File: config.mk
export PLATFORM = sky130hd
export DESIGN_NAME = sky130_iobuf_seq
export DESIGN_NICKNAME = d
export VERILOG_FILES = /design/src/rtl/sky130_io_pkg.sv /design/src/rtl/sky130_iobuf_cfgreg.sv /design/src/rtl/sky130_iobuf_seq.sv
export SDC_FILE = /design/constraint.sdc
export NUM_CORES = 1
export LEC_CHECK = 0
export ABC_AREA = 1
export BUFFER_PORTS_ARGS = -buffer_cell sky130_fd_sc_hd__buf_2
export CORE_MARGIN = 5
export CORE_UTILIZATION = 49
export DETAILED_ROUTE_END_ITERATION = 7
export PLACE_DENSITY = 0.82
export SLEW_MARGIN = 10
export SYNTH_ARGS = -nofsm -noshare
export SYNTH_HDL_FRONTEND = slang
export SYNTH_SLANG_ARGS = --single-unit
export TNS_END_PERCENT = 50
File: constraint.sdc
create_clock -name clk -period 2.3 [get_ports clk]
set_clock_uncertainty 0.2 [all_clocks]
set_input_delay 0.46 -clock clk [delete_from_list [all_inputs] [get_ports clk]]
set_output_delay 0.46 -clock clk [all_outputs]
set_load 0.03 [all_outputs]
File: src/rtl/sky130_io_pkg.sv
// rtl/sky130_io_pkg.sv - shared constants for the sky130 pad power-up sequencer
// tech_cfg bit positions, drive-mode encodings, per-pad register layout and sequencer states.
package sky130_io_pkg;

  localparam int TC_HLD_H_N          = 0;
  localparam int TC_ENABLE_H         = 1;
  localparam int TC_ENABLE_INP_H     = 2;
  localparam int TC_ENABLE_VDDA_H    = 3;
  localparam int TC_ENABLE_VSWITCH_H = 4;
  localparam int TC_ENABLE_VDDIO     = 5;
  localparam int TC_IB_MODE_SEL      = 6;
  localparam int TC_VTRIP_SEL        = 7;
  localparam int TC_SLOW             = 8;
  localparam int TC_HLD_OVR          = 9;
  localparam int TC_ANALOG_EN        = 10;
  localparam int TC_ANALOG_SEL       = 11;
  localparam int TC_ANALOG_POL       = 12;
  localparam int TC_DM_LSB           = 13;

  localparam logic [2:0] DM_STRONG = 3'b110;
  localparam logic [2:0] DM_HIZ    = 3'b000;

  // Per-pad register image, same layout as cfg_data[5:0].
  localparam int         CFG_W   = 6;
  localparam logic [5:0] CFG_RST = {DM_STRONG, 3'b000};

  typedef enum logic [1:0] {
    STATE_OFF    = 2'd0,
    STATE_ENABLE = 2'd1,
    STATE_RUN    = 2'd2,
    STATE_HOLD   = 2'd3
  } state_e;

endpackage

File: src/rtl/sky130_iobuf_cfgreg.sv
// rtl/sky130_iobuf_cfgreg.sv - one pad's drive-setting register and tech_cfg packer
// The sequencing bits arrive already registered from the top, so every tech_cfg bit is a flop output.
module sky130_iobuf_cfgreg
  import sky130_io_pkg::*;
(
  input  logic             clk,
  input  logic             nreset,
  input  logic             we,
  input  logic [CFG_W-1:0] wdata,
  input  logic             en_h,
  input  logic             hld_h_n,
  output logic [15:0]      tech_cfg
);

  logic [CFG_W-1:0] cfg_q;
  logic [CFG_W-1:0] cfg_d;

  always_comb begin
    cfg_d = cfg_q;
    if (we) cfg_d = wdata;
  end

  always_ff @(posedge clk) begin
    if (!nreset) cfg_q <= CFG_RST;
    else         cfg_q <= cfg_d;
  end

  always_comb begin
    tech_cfg                         = '0;
    tech_cfg[TC_HLD_H_N]             = hld_h_n;
    tech_cfg[TC_ENABLE_H]            = en_h;
    tech_cfg[TC_ENABLE_VDDIO]        = en_h;
    tech_cfg[TC_SLOW]                = cfg_q[0];
    tech_cfg[TC_IB_MODE_SEL]         = cfg_q[1];
    tech_cfg[TC_VTRIP_SEL]           = cfg_q[2];
    tech_cfg[TC_DM_LSB +: 3]         = cfg_q[5:3];
  end

endmodule

File: src/rtl/sky130_iobuf_seq.sv
// rtl/sky130_iobuf_seq.sv - power-up sequencer and config register file for sky130 gpiov2 pads
// Orders ENABLE_H before HLD_H_N, supports runtime hold, and accepts per-pad drive writes.
module sky130_iobuf_seq
  import sky130_io_pkg::*;
#(
  parameter int NPINS          = 8,
  parameter int TECH_CFG_WIDTH = 16,
  parameter int EN_DLY         = 16,
  parameter int AW             = 3
) (
  input  logic                            clk,
  input  logic                            nreset,
  input  logic                            pwr_good,
  input  logic                            hold_req,
  input  logic                            cfg_valid,
  output logic                            cfg_ready,
  input  logic [AW-1:0]                   cfg_addr,
  input  logic [7:0]                      cfg_data,
  output logic                            cfg_err,
  output logic                            io_ready,
  output logic [NPINS*TECH_CFG_WIDTH-1:0] tech_cfg
);

  localparam int             CW       = $clog2(EN_DLY + 1);
  localparam logic [CW-1:0]  CNT_LAST = CW'(EN_DLY - 1);
  localparam logic [AW:0]    NPINS_W  = (AW + 1)'(NPINS);

  state_e        state_q, state_d;
  logic [CW-1:0] cnt_q, cnt_d;
  logic          en_h_q, en_h_d;
  logic          hld_h_n_q, hld_h_n_d;
  logic          cfg_err_q, cfg_err_d;
  logic          wr_en;
  logic          addr_ok;
  logic          unused_rsvd;

  assign cfg_ready   = nreset & (state_q != STATE_ENABLE);
  assign wr_en       = cfg_valid & cfg_ready;
  assign addr_ok     = {1'b0, cfg_addr} < NPINS_W;
  assign io_ready    = (state_q == STATE_RUN);
  assign cfg_err     = cfg_err_q;
  assign unused_rsvd = ^cfg_data[7:6];

  always_comb begin
    state_d = state_q;
    cnt_d   = cnt_q;
    case (state_q)
      STATE_OFF: begin
        if (pwr_good) begin
          state_d = STATE_ENABLE;
          cnt_d   = '0;
        end
      end
      STATE_ENABLE: begin
        cnt_d = cnt_q + 1'b1;
        if (cnt_q == CNT_LAST) state_d = STATE_RUN;
      end
      STATE_RUN:  if (hold_req)  state_d = STATE_HOLD;
      STATE_HOLD: if (!hold_req) state_d = STATE_RUN;
      default:    state_d = STATE_OFF;
    endcase
    // Losing supply beats everything, including a pending hold or a running count.
    if (!pwr_good) begin
      state_d = STATE_OFF;
      cnt_d   = '0;
    end
    en_h_d    = (state_d != STATE_OFF);
    hld_h_n_d = (state_d == STATE_RUN);
    cfg_err_d = wr_en & ~addr_ok;
  end

  always_ff @(posedge clk) begin
    if (!nreset) begin
      state_q   <= STATE_OFF;
      cnt_q     <= '0;
      en_h_q    <= 1'b0;
      hld_h_n_q <= 1'b0;
      cfg_err_q <= 1'b0;
    end else begin
      state_q   <= state_d;
      cnt_q     <= cnt_d;
      en_h_q    <= en_h_d;
      hld_h_n_q <= hld_h_n_d;
      cfg_err_q <= cfg_err_d;
    end
  end

  for (genvar i = 0; i < NPINS; i++) begin : g_pad
    sky130_iobuf_cfgreg u_cfgreg (
      .clk      (clk),
      .nreset   (nreset),
      .we       (wr_en && (cfg_addr == AW'(i))),
      .wdata    (cfg_data[CFG_W-1:0]),
      .en_h     (en_h_q),
      .hld_h_n  (hld_h_n_q),
      .tech_cfg (tech_cfg[TECH_CFG_WIDTH*i +: TECH_CFG_WIDTH])
    );
  end

endmodule

==> flow_summary_export.csv <==
group,metric,value,unit
final_layout,final_cell_mix,"87 x buf_2, 84 x nand2_1, 74 x nor2_1",
final_layout,ff_latch_area,0.00114,mm^2
floorplan,start_util,49.6,%
sta,final-hold-violation-count,0,
logic_synthesis,synth_top_area_share,39.3,%
logic_synthesis,synth-edff-count,0,
logic_synthesis,ys_warn_count,0,
sta,fmax,517,MHz
logic_synthesis,synthesis.area,0.00290,mm^2
cts,post_cts_buffers,0,
cts,clk_transition_reported_paths,0.06,ns
run_status,status,"complete, no violations",
cts,cts_buffer_depth,2,
detailed_routing,vias,2393,
detailed_routing,avgRoutedWirePerCell,12.0,um
sta,slew_violations,0,
detailed_routing,wirelength,6.35,mm
cts,cts_sinks,57,
logic_synthesis,netlist-cell-type-count,27,
worst_setup_path,path_buf_inv,3,
grt,track_usage,16.5,%
worst_setup_path,crit_path_end_kind,"output pin",
floorplan,boundaryPins,147,
place,place_area,0.00298,mm^2
detailed_routing,drcViolationCount,0,
detailed_routing,drtIter0Drc,95,
logic_synthesis,ys_ff_latch,57,
sta,fin_crit_sh,84.1,%
worst_setup_path,crit_path_max_incr_delay,0.38,ns
worst_setup_path,r2r_setup_slack,0.41,ns
floorplan,core_area,0.00585,mm^2
logic_synthesis,synth.area.top_cells,"dfxtp_1 39%, buf_4 21%, nand2_1 11%",
logic_synthesis,synth_compound_area_share,3.75,%
logic_synthesis,avgSynthCellArea,7.50,um^2
cts,h-tree-depth,3,
grt,grt_pass1_vias,2090,
worst_setup_path,cp_max_fo,8,
logic_synthesis,post-synth-top-area-cell,"dfxtp_1",
detailed_routing,drtPass1Iterations,4,
pwr,power_density,696,mW/mm^2
logic_synthesis,synth-main-ff-cell,"dfxtp_1",
worst_hold_path,hold_class,"in2reg",
final_layout,final_nets,470,
place,portBuffers,87,
cts,clockRootBuffer,"clkbuf_8",
grt,grt_max_degree,31,
grt,grt_pass1_wl,9.64,mm
logic_synthesis,synthAdderAreaFrac,0.862,%
worst_setup_path,cp_slowest_cell,"dfxtp_1",
pwr,swShare,30.6,%
floorplan,fp.dieH,87.0,um
cts,clock_latency,0.33,ns
detailed_routing,viasPerCell,4.51,
pwr,pwr-share-seq,46.2,%
worst_setup_path,critPathKind,"reg2out",
sta,tns,0,ns
final_layout,final_common_cell,"buf_2",
worst_hold_path,hold_depth,3,
sta,setup_viol,0,
grt,antenna_found_initial,0,
final_layout,drive_above_1_share,25.4,%
floorplan,die_w,87.0,um
logic_synthesis,async_reset_ff_share,0,%
final_layout,fillCellCount,555,
worst_setup_path,crit_arrival,1.27,ns
worst_setup_path,crit_cells,5,
worst_setup_path,required,1.64,ns
sta,rsz0062_at_grt,"no",
final_layout,design_area,0.00316,mm^2
pwr,p_int,0.00153,W
detailed_routing,top_layer,"met4",
logic_synthesis,synthXorXnorAreaFrac,0.302,%
detailed_routing,wl_met1,2.51,mm
sta,period_needed,1.93,ns
pwr,power_frac_clock,38.3,%
cts,cts_buffers,9,
detailed_routing,ant_nets,0,
worst_setup_path,ff2ff_path_depth,7,
worst_setup_path,crit_chain,"inv_2 > nand2_4 > inv_1 > nor2_1 > buf_2",
floorplan,rows,28,
pwr,p_leak,1.62,nW
cts,cts_resized,0,
floorplan,die-area,0.00756,mm^2
detailed_routing,route.met2.wl,2.97,mm
worst_setup_path,critPathLaunchType,"register",
job,max_cap_violations,0,
final_layout,antenna_cells,0,
final_layout,multi_input_area,0.00124,mm^2
final_layout,final_cells,531,
logic_synthesis,synth.area.mux_share,0,%
pwr,power.share.combinational,15.6,%
final_layout,areaGrowthSynthToFinish,9.01,%
place,dpl.hpwl,4.70,mm
logic_synthesis,seq_area_frac_synth,39.3,%
cts,cts_tree,"yes",
logic_synthesis,synth_cells,387,
logic_synthesis,synth_top_family_by_area,"simple AND/OR/NAND/NOR gates",
logic_synthesis,synth-simple-area-share,30.4,%
place,globalplace.congestion,0.773,
place,dp.cells,516,
grt,grt_overflow,0,
cts,hold_buffers,0,
worst_setup_path,critPathTopFamily,"flip-flops",
pwr,p_sw,0.000675,W
detailed_routing,dr_wl_met3,714,um
pwr,peakVddDrop,0.000449,V
kinds of logic after synthesis:
| family | count (synthesis) |
|---|---|
| other cells | 1 |
| compound gates | 21 |
| flops | 57 |
| xor+xnor | 1 |
| simple gates | 198 |
| buf+inv | 107 |
| fa+ha+maj | 2 |
routing by layer:
metal	track usage [%]	vias to the layer above
li1	-	1194
met1	19.0	1072
met2	27.2	110
met3	6.34	17
met4	7.37	0
met5	0	-
cell type report:
type	instances	share of cell area [%]
clock inverter	3	0.474
timing repair buffer	89	14.2
sequential	57	36.1
multi-input combinational	279	39.1
inverter	16	1.90
clock buffer	12	5.22
tap	75	2.97
power by group through the flow:
stage,registers (W),logic [W],clock network (W)
after floorplan,0.00107,0.000342,0
after global placement,0.00104,0.000338,0
after detailed placement,0.00104,0.000341,0
after CTS,0.00102,0.000341,0.000863
after global routing,0.00102,0.000367,0.000912
final,0.00102,0.000343,0.000843
worst paths after layout:
check	end	startpoint
setup / recovery	cfg_ready	state_q[1]
hold / removal	state_q[0]	pwr_good
setup reg to reg	g_pad[1].u_cfgreg.cfg_q[3]	state_q[1]
hold reg to reg	g_pad[2].u_cfgreg.cfg_q[1]	g_pad[2].u_cfgreg.cfg_q[1]
cell usage after synthesis (2+ instances only):
master and count:
nor2_2 4, nand3_1 24, a21oi_1 2, ha_1 2, inv_1 15, dfxtp_1 57, o21ai_0 17, nor2_8 4
buf_4 81, buf_1 3, nor2_1 74, nand2_1 84, nor3_1 3, clkbuf_1 4
through the flow:
step                hold slack [ns]  total power, W  worst slack [ns]  util, %
floorplan                     0.253         0.00141             0.405        -
global placement              0.258         0.00138             0.416     51.0
detailed placement            0.268         0.00138             0.378     51.0
CTS                           0.184         0.00222             0.344     54.1
global route                  0.199         0.00230             0.191     54.1
finish                        0.196         0.00220             0.367     54.1
state kept, by name, summed over array words and instances, names as in the netlist:
register              flops
g_pad.u_cfgreg.cfg_q     48
cnt_q                     5
state_q                   2
en_h_q                    1
hld_h_n_q                 1
worst register-to-register path, cell delays in order, from the launching register on:
cell,delay [ns]
dfxtp_1,0.38
inv_2,0.11
nand2_4,0.10
nand3_4,0.34
nor2_2,0.46
nand2_1,0.10
nand2_1,0.07
nor2_1,0.04
No activity file was read; power rests on OpenSTA's default activity.
